### src/rtl/seven_seg_pkg.sv
// Shared constants for the hex seven-segment decoder.
// Patterns are active-high, bit order abcdefg (bit6=a .. bit0=g).
package seven_seg_pkg;

    typedef logic [6:0] seg_t;

    localparam int SEG_A = 6;
    localparam int SEG_B = 5;
    localparam int SEG_C = 4;
    localparam int SEG_D = 3;
    localparam int SEG_E = 2;
    localparam int SEG_F = 1;
    localparam int SEG_G = 0;

    localparam seg_t SEG_BLANK = 7'b0000000;
    localparam seg_t SEG_ALL   = 7'b1111111;

    localparam seg_t SEG_LUT [16] = '{
        7'b1111110, 7'b0110000, 7'b1101101, 7'b1111001,
        7'b0110011, 7'b1011011, 7'b1011111, 7'b1110000,
        7'b1111111, 7'b1111011, 7'b1110111, 7'b0011111,
        7'b1001110, 7'b0111101, 7'b1001111, 7'b1000111
    };

endpackage

### src/rtl/hex_to_seg_lut.sv
// Combinational nibble to active-high segment pattern lookup.
module hex_to_seg_lut
    import seven_seg_pkg::*;
(
    input  logic [3:0] nibble,
    output logic [6:0] pattern
);

    always_comb begin
        pattern = SEG_LUT[nibble];
    end

endmodule

### src/rtl/seven_segment_display.sv
// Registered hex digit driver with lamp test, blanking and polarity select.
module seven_segment_display
    import seven_seg_pkg::*;
#(
    parameter bit ACTIVE_LOW_SEG = 1'b0
) (
    input  logic       i_clk,
    input  logic       i_rst_n,
    input  logic [3:0] i_nibble,
    input  logic       i_blank,
    input  logic       i_lamp_test,
    output logic [6:0] o_segments
);

    localparam seg_t RST_VAL = ACTIVE_LOW_SEG ? ~SEG_BLANK : SEG_BLANK;

    seg_t lut_pat;
    seg_t sel_pat;
    seg_t seg_next;
    seg_t seg_q;

    hex_to_seg_lut u_lut (
        .nibble  (i_nibble),
        .pattern (lut_pat)
    );

    // Lamp test wins over blank so a dark digit can still be checked.
    always_comb begin
        sel_pat = lut_pat;
        if (i_lamp_test) begin
            sel_pat = SEG_ALL;
        end else if (i_blank) begin
            sel_pat = SEG_BLANK;
        end
        seg_next = ACTIVE_LOW_SEG ? ~sel_pat : sel_pat;
    end

    always_ff @(posedge i_clk) begin
        if (!i_rst_n) begin
            seg_q <= RST_VAL;
        end else begin
            seg_q <= seg_next;
        end
    end

    assign o_segments = seg_q;

endmodule

### config.mk
export PLATFORM = sky130hd
export DESIGN_NAME = seven_segment_display
export DESIGN_NICKNAME = d
export VERILOG_FILES = /design/src/rtl/seven_seg_pkg.sv /design/src/rtl/hex_to_seg_lut.sv /design/src/rtl/seven_segment_display.sv
export SDC_FILE = /design/constraint.sdc
export NUM_CORES = 1
export LEC_CHECK = 0
export ABC_AREA = 1
export CORE_AREA = 3 3 40 42
export DETAILED_ROUTE_END_ITERATION = 8
export DIE_AREA = 0 0 43 45
export RECOVER_POWER = 25
export SYNTH_ARGS = -nofsm -noshare
export SYNTH_HDL_FRONTEND = slang
export SYNTH_HIERARCHICAL = 1
export SYNTH_SLANG_ARGS = --single-unit
### constraint.sdc
create_clock -name i_clk -period 3 [get_ports i_clk]
set_input_delay 0.9 -clock i_clk [delete_from_list [all_inputs] [get_ports i_clk]]
set_output_delay 0.9 -clock i_clk [all_outputs]
set_load 0.01 [all_outputs]
### After elaboration in Yosys (flattened, before gate mapping)

Memory sizes are Yosys's and may differ from the RTL's.
Index checks and enable logic that the tools add are counted.

| word-level totals | value |
|---|---|
| register bits after elaboration | 7 |
| bits in read-only memories | 112 |
| input bits | 8 |
| output and inout bits | 7 |
| word-level logic and storage cells | 8 |
| memories kept | 1 |

Memories:

| name | words | width | rd ports | clocked after memory_dff | write ports | line | RTL |
|---|---|---|---|---|---|---|---|
| (no name shown) | 16 | 7 | 1 | 0 | 0 | hex_to_seg_lut.sv:10 | `pattern = SEG_LUT[nibble];` |

| cells by class | value |
|---|---|
| magnitude comparators | 1 |
| multiplexer cells | 4 |
| bitwise logic cells | 1 |

Operators by type and width:

| kind | number |
|---|---|
| $mux W7 | 4 |
| $ge A5 B5 Y1 const B | 1 |
| $not A4 Y5 | 1 |

### Longest topological paths before layout

Gate-level depths: netlist (run 1).

| logic depth | value |
|---|---|
| depth after elaboration | 6 |
| depth in mapped cells | 9 |
| gate-level depth less buffers | 9 |

### Cells and area by module

Netlist (run 1), hierarchy kept.

By module, submodules not included:

| module | instances | cells each | area an instance (sq um) | seq. area each (sq um) |
|---|---|---|---|---|
| hex_to_seg_lut | 1 | 52 | 270.3 | 0.0 |
| seven_segment_display | 1 | 24 | 212.7 | 140.1 |

### Worst setup path after synthesis (run 1)

No wires, ideal clock.

| path | value |
|---|---|
| path kind | input to register |
| from | input i_nibble[0] |
| to | register seg_q[3] (netlist: o_segments[3]) |
| setup time | 0.121 ns |
| arrival | 1.562 ns |
| data required time | 2.879 ns |
| path slack | 1.317 ns |
| stages | 8 |
| path buffers | 0 |
| cell sequence | inv_1 -> ha_1 -> nand2_1 -> o21ai_0 -> nand2_1 -> nand2_1 -> nand2_1 -> a21oi_1 |

| on the way | value |
|---|---|
| cells in the longest elaborated chain, start to end | 6 |

RTL lines:

| what | line | RTL |
|---|---|---|
| start: declaration | seven_segment_display.sv:9 | `input logic [3:0] i_nibble,` |
| $not A4 Y5 (implied by the code) | hex_to_seg_lut.sv:10 |  |
| $mem_v2 Z16 W7 | n/a |  |
| $mux W7 (implied by the code) (2 in a row) | hex_to_seg_lut.sv:10 |  |
| net lut_pat[3] | seven_segment_display.sv:17 | `seg_t lut_pat;` |
| $mux W7 | seven_segment_display.sv:32 | `end else if (i_blank) begin` |
| $mux W7 | seven_segment_display.sv:30 | `if (i_lamp_test) begin` |
| end signal: assignment | seven_segment_display.sv:42 | `seg_q <= seg_next;` |
| end: declaration | seven_segment_display.sv:20 | `seg_t seg_q;` |

The timed path passes the listed nets, and every way through them passes these cells. The select of a mux whose other input is x is not followed.
A chain may end at the register's enable or synchronous reset.

### Final worst setup path (run 1)

Same ends and word-level chain as after synthesis.

==> results of run 1 <==
final cells by class:
type / count / share of cell area
sequential: 7 / 0.212
clock buffer: 4 / 0.0398
multi-input combinational: 57 / 0.445
tap: 15 / 0.0284
timing repair buffer: 14 / 0.212
inverter: 11 / 0.0625
kinds of logic (layout without fill, tap and decap cells):
family,count (synthesis),in the layout
DFF,7,7
and+or+nand+nor,41,41
AOI/OAI and AO/OA,9,9
buffers and inverters,12,29
adders and majority gates,7,7
through the flow:
stage | hold WS (ns) | total power [mW] | util
after floorplan | 1.08 | 0.140 | -
after global placement | 1.60 | 0.170 | 0.494
after detailed placement | 1.58 | 0.170 | 0.494
after CTS | 1.33 | 0.254 | 0.514
after global routing | 1.36 | 0.265 | 0.514
final | 1.33 | 0.251 | 0.514
final timing paths:
check,startpoint,endpoint,slack [ns],depth (start not counted)
max,i_nibble[0],o_segments[3],0.90,9
min,i_rst_n,o_segments[6],1.33,3
cells in the mapped netlist (all sizes together):
library cell	number
a21oi	7
buf	1
dfxtp	7
ha	7
inv	11
nand2	36
nand3	4
nor2	1
o21ai	2
cells in the final DEF, fill, tap and decap left out, drive strengths merged:
master,synthesis,layout
inv,11,11
dfxtp,7,7
ha,7,7
nand3,4,4
clkdlybuf4s50,0,11
nand2,36,36
dlygate4sd3,0,3
clkbuf,0,4
nor2,1,1
o21ai,2,2
a21oi,7,7
metal layers:
| metal | GRT usage | vias up |
|---|---|---|
| met3 | 0.0279 | 4 |
| met2 | 0.213 | 13 |
| met5 | 0 | - |
| met4 | 0.0663 | 0 |
| met1 | 0.104 | 197 |
| li1 | - | 265 |
power by group through the flow:
stage / clock network [mW] / registers (mW) / logic (mW)
2_1_floorplan: 0 / 0.107 / 0.0331
3_3_place_gp: 0 / 0.103 / 0.0671
3_5_place_dp: 0 / 0.103 / 0.0664
4_1_cts: 0.0851 / 0.102 / 0.0669
5_1_grt: 0.0897 / 0.102 / 0.0729
6_report: 0.0836 / 0.101 / 0.0656
==> results.yml, run 1 <==
outcome:
  status: "finished clean"
timing:
  rsz0062_at_grt: "no"
  max_freq_mhz: 477
  worst_pin_slew_ns: 0.296
  period_share: 0.698
  setup_viol: 0
  fin_crit_ns: 2.10
  tns_ns: 0
  hold_viol: 0
  fin_ws_ns: 0.905
  slew_headroom: 0.802
  slew_violations: 0
drt:
  wl_met2_um: 503
  dr.pass1.iters: 3
  drtIter0Drc: 3
  vias: 479
  wire_per_inst_um: 8.89
  postRouteAntennaNets: 0
  drc: 0
  met3RoutedLength_um: 44
  finalWirelength_um: 960
  via_per_inst: 4.44
  highest_layer: "met4"
  wl_met1_um: 394
pwr:
  peakVddDrop_v: 0.000107
  combPwrFrac: 0.262
  clock_power_share: 0.334
  seqPwrFrac: 0.404
  p_leak_nw: 0.357
  p_per_area_nw_per_um2: 379
  p_int_uw: 182
  p_sw_uw: 68.8
  swShare: 0.274
synth:
  yosys_warnings: 6
  ys_seq_elements: 7
  synth-compound-area-share: 0.0933
  synthSimpleGateAreaFrac: 0.334
  synth_xor_area_frac: 0
  syn_area_per_cell_um2: 6.35
  synth_fa_ha_area_frac: 0.181
  synth_top_cell_by_area: "dfxtp_1"
  synthMuxAreaShare: 0
  synth_cell_types: 11
  synth_top_family_by_area: "simple AND/OR/NAND/NOR gates"
  syn_area_um2: 483
  syn_nets: 91
  synthTopCellsByArea: "dfxtp_1 29%, nand2_1 27%, ha_1 18%"
  syn_inst: 76
  ys_seq_area_frac: 0.290
  yosysTopAreaCellShare: 0.290
setup_path:
  cp_num_buf_inv: 2
  cp.arrival_ns: 2.22
  cp_top_family: "buffers and inverters"
  max_stage_delay_ns: 0.53
  cp_data_required_time_ns: 3.13
  worstPathMaxFanout: 4
  path_common_cell: "nand2_1"
  criticalPathCategory: "input pin to register"
  cp_slowest_cell: "clkdlybuf4s50_1"
  critPathLaunchType: "input pin"
  crit_chain: "clkdlybuf4s50_1, inv_1, ha_1, nand2_1, o21ai_0, nand2_1, nand2_1, nand2_1, a21oi_1"
  cp-end-kind: "register"
clock_network:
  cts_resized: 0
  cts-hold-fix-buffers: 0
  cts_sinks: 7
  cts_setup_buffers: 0
  cts_root_buffer: "clkbuf_4"
  clock_path_buffers: 2
  path_clk_slew_ns: 0.05
  cts_tree: "built"
  cts_buffers: 3
  htreeDepth: 1
min_path:
  holdCritPathClass: "input pin to register"
die:
  dieWidth_um: 43
  initial_core_util: 0.376
  die_h_um: 45
  ioPinCount: 15
  core-area_um2: 1280
  die_area_um2: 1940
  std_cell_rows: 13
placed_design:
  placedCellCount: 104
  port_buffers: 14
  gp_routability_congestion: 0.850
  place_area_um2: 634
  dp_hpwl_um: 771
  preCtsSetupSlack_ns: 0.650
finish:
  largest_reg_flops: 7
  fin_nets: 109
  antenna_cells: 0
  multi_input_area_um2: 294
  design_area_um2: 661
  n_fill_cell: 130
  drive_gt1_frac: 0.0645
  syn_to_final_growth_pct: 36.8
  stdcell_count: 108
  regArea_um2: 140
global_route:
  grt_pass1_vias: 416
  grt_max_degree: 10
  overflow: 0
  grt_usage: 0.110
  antenna_found_initial: 0
  grt_pass1_wl_mm: 1.59
run:
  max-cap-violations: 0
(Power assumes the default switching activity.)
==> run 2: changes to the inputs <==
clock period = 2 ns   (was 3 ns; I/O delays follow)
==> run 2 against run 1 <==
  * Utilization grew 1.5 points
  * Design area rose by 2.8%
  * Routed wire length increased by 1.5%
  * Non-clock buffer count grew 3
  * Sequential cell count did not move
  * Cell count up 2.8%
  * Global-route usage rose by 0.43 points
  * Clock-buffer cell count is the same
  * Setup slack worse by 0.64 ns
==> results.yml, run 2 (synthesized netlist as in run 1, its figures left out) <==
timing:
  setup_viol: 0
  fin_ws_ns: 0.261
  fin_crit_ns: 1.74
  hold_viol: 0
  worst_pin_slew_ns: 0.270
  tns_ns: 0
  slew_violations: 0
  period_share: 0.870
  max_freq_mhz: 575
  rsz0062_at_grt: "no"
  slew_headroom: 0.819
clock_network:
  htreeDepth: 1
  cts_root_buffer: "clkbuf_4"
  cts_tree: "built"
  path_clk_slew_ns: 0.05
  cts_sinks: 7
  cts_setup_buffers: 0
  cts_buffers: 3
  clock_path_buffers: 2
  cts_resized: 0
  cts-hold-fix-buffers: 0
drt:
  via_per_inst: 4.44
  finalWirelength_um: 974
  postRouteAntennaNets: 0
  vias: 493
  dr.pass1.iters: 5
  drc: 0
  wire_per_inst_um: 8.77
  drtIter0Drc: 7
placed_design:
  preCtsSetupSlack_ns: 0.0531
  dp_hpwl_um: 809
  gp_routability_congestion: 0.813
  placedCellCount: 107
  port_buffers: 14
finish:
  syn_to_final_growth_pct: 40.7
  drive_gt1_frac: 0.0833
  largest_reg_flops: 7
  antenna_cells: 0
  final_cell_mix: "35 x nand2_1, 13 x clkdlybuf4s50_1, 9 x inv_1"
  layout_commonest_cell: "nand2_1"
  fin_nets: 112
  regArea_um2: 140
  stdcell_count: 111
  n_fill_cell: 147
  multi_input_area_um2: 294
die:
  core-area_um2: 1280
  initial_core_util: 0.376
  die_area_um2: 1940
  dieWidth_um: 43
  std_cell_rows: 13
  die_h_um: 45
  ioPinCount: 15
setup_path:
  criticalPathCategory: "register to output pin"
  cp.arrival_ns: 1.14
  worstPathMaxFanout: 1
  crit_chain: "dlygate4sd3_1"
  cp_top_family: "buffers and inverters"
  cp-end-kind: "output pin"
  cp_data_required_time_ns: 1.40
  max_stage_delay_ns: 0.60
  cp_slowest_cell: "dlygate4sd3_1"
  cp_num_buf_inv: 1
  critPathLaunchType: "register"
outcome:
  status: "finished clean"
global_route:
  overflow: 0
  grt_pass1_vias: 438
  grt_pass1_wl_mm: 1.60
  grt_max_degree: 9
  grt_usage: 0.114
  antenna_found_initial: 0
run:
  max-cap-violations: 0
pwr:
  p_per_area_nw_per_um2: 558
  peakVddDrop_v: 0.000198
  p_leak_nw: 0.365
min_path:
  holdCritPathClass: "input pin to register"
==> run 2: cell types whose count changed in the layout (fill, tap and decap cells not counted) <==
| cell | change |
|---|---|
| clkdlybuf4s50_1 | +2 |
| dlygate4sd3_1 | -2 |
| clkbuf_1 | +1 |
| buf_4 | +2 |
==> run 2: per-stage QoR <==
stage	cell area [um^2]	hold slack, ns	util	power [mW]
after floorplan	483	0.785	-	0.211
after global placement	657	1.29	0.511	0.260
after detailed placement	657	1.28	0.511	0.260
after CTS	683	1.03	0.532	0.385
after global routing	679	1.06	0.529	0.406
final	679	1.03	0.529	0.379
==> run 2: final timing paths <==
check / start / end / slack [ns] / depth (start not counted)
min: i_rst_n / o_segments[5] / 1.03 / 3
max: o_segments[2] / o_segments[2] / 0.26 / 1
==> run 2: power breakdown <==
group / leakage (nW) / internal (mW) / switching [mW]
logic: 0.291 / 0.0510 / 0.0518
registers: 0.0587 / 0.150 / 0.00224
clock network: 0.0150 / 0.0759 / 0.0484
total: 0.365 / 0.277 / 0.102
==> run 2: cell type report <==
| cell class | count | share of cell area |
|---|---|---|
| Timing Repair Buffer | 17 | 0.234 |
| Inverter | 11 | 0.0608 |
| Sequential cell | 7 | 0.206 |
| Clock buffer | 4 | 0.0387 |
| Multi-Input combinational cell | 57 | 0.433 |
| Tap cell | 15 | 0.0276 |
==> run 2: per-layer routing <==
| metal | vias up | part of all wire | wire, um | track usage |
|---|---|---|---|---|
| met3 | 3 | 0.063 | 61 | 0.0359 |
| met5 | - | 0 | 0 | 0 |
| met1 | 197 | 0.42 | 412 | 0.0966 |
| met4 | 0 | 0.014 | 14 | 0.102 |
| met2 | 18 | 0.50 | 486 | 0.213 |
| li1 | 275 | - | - | - |
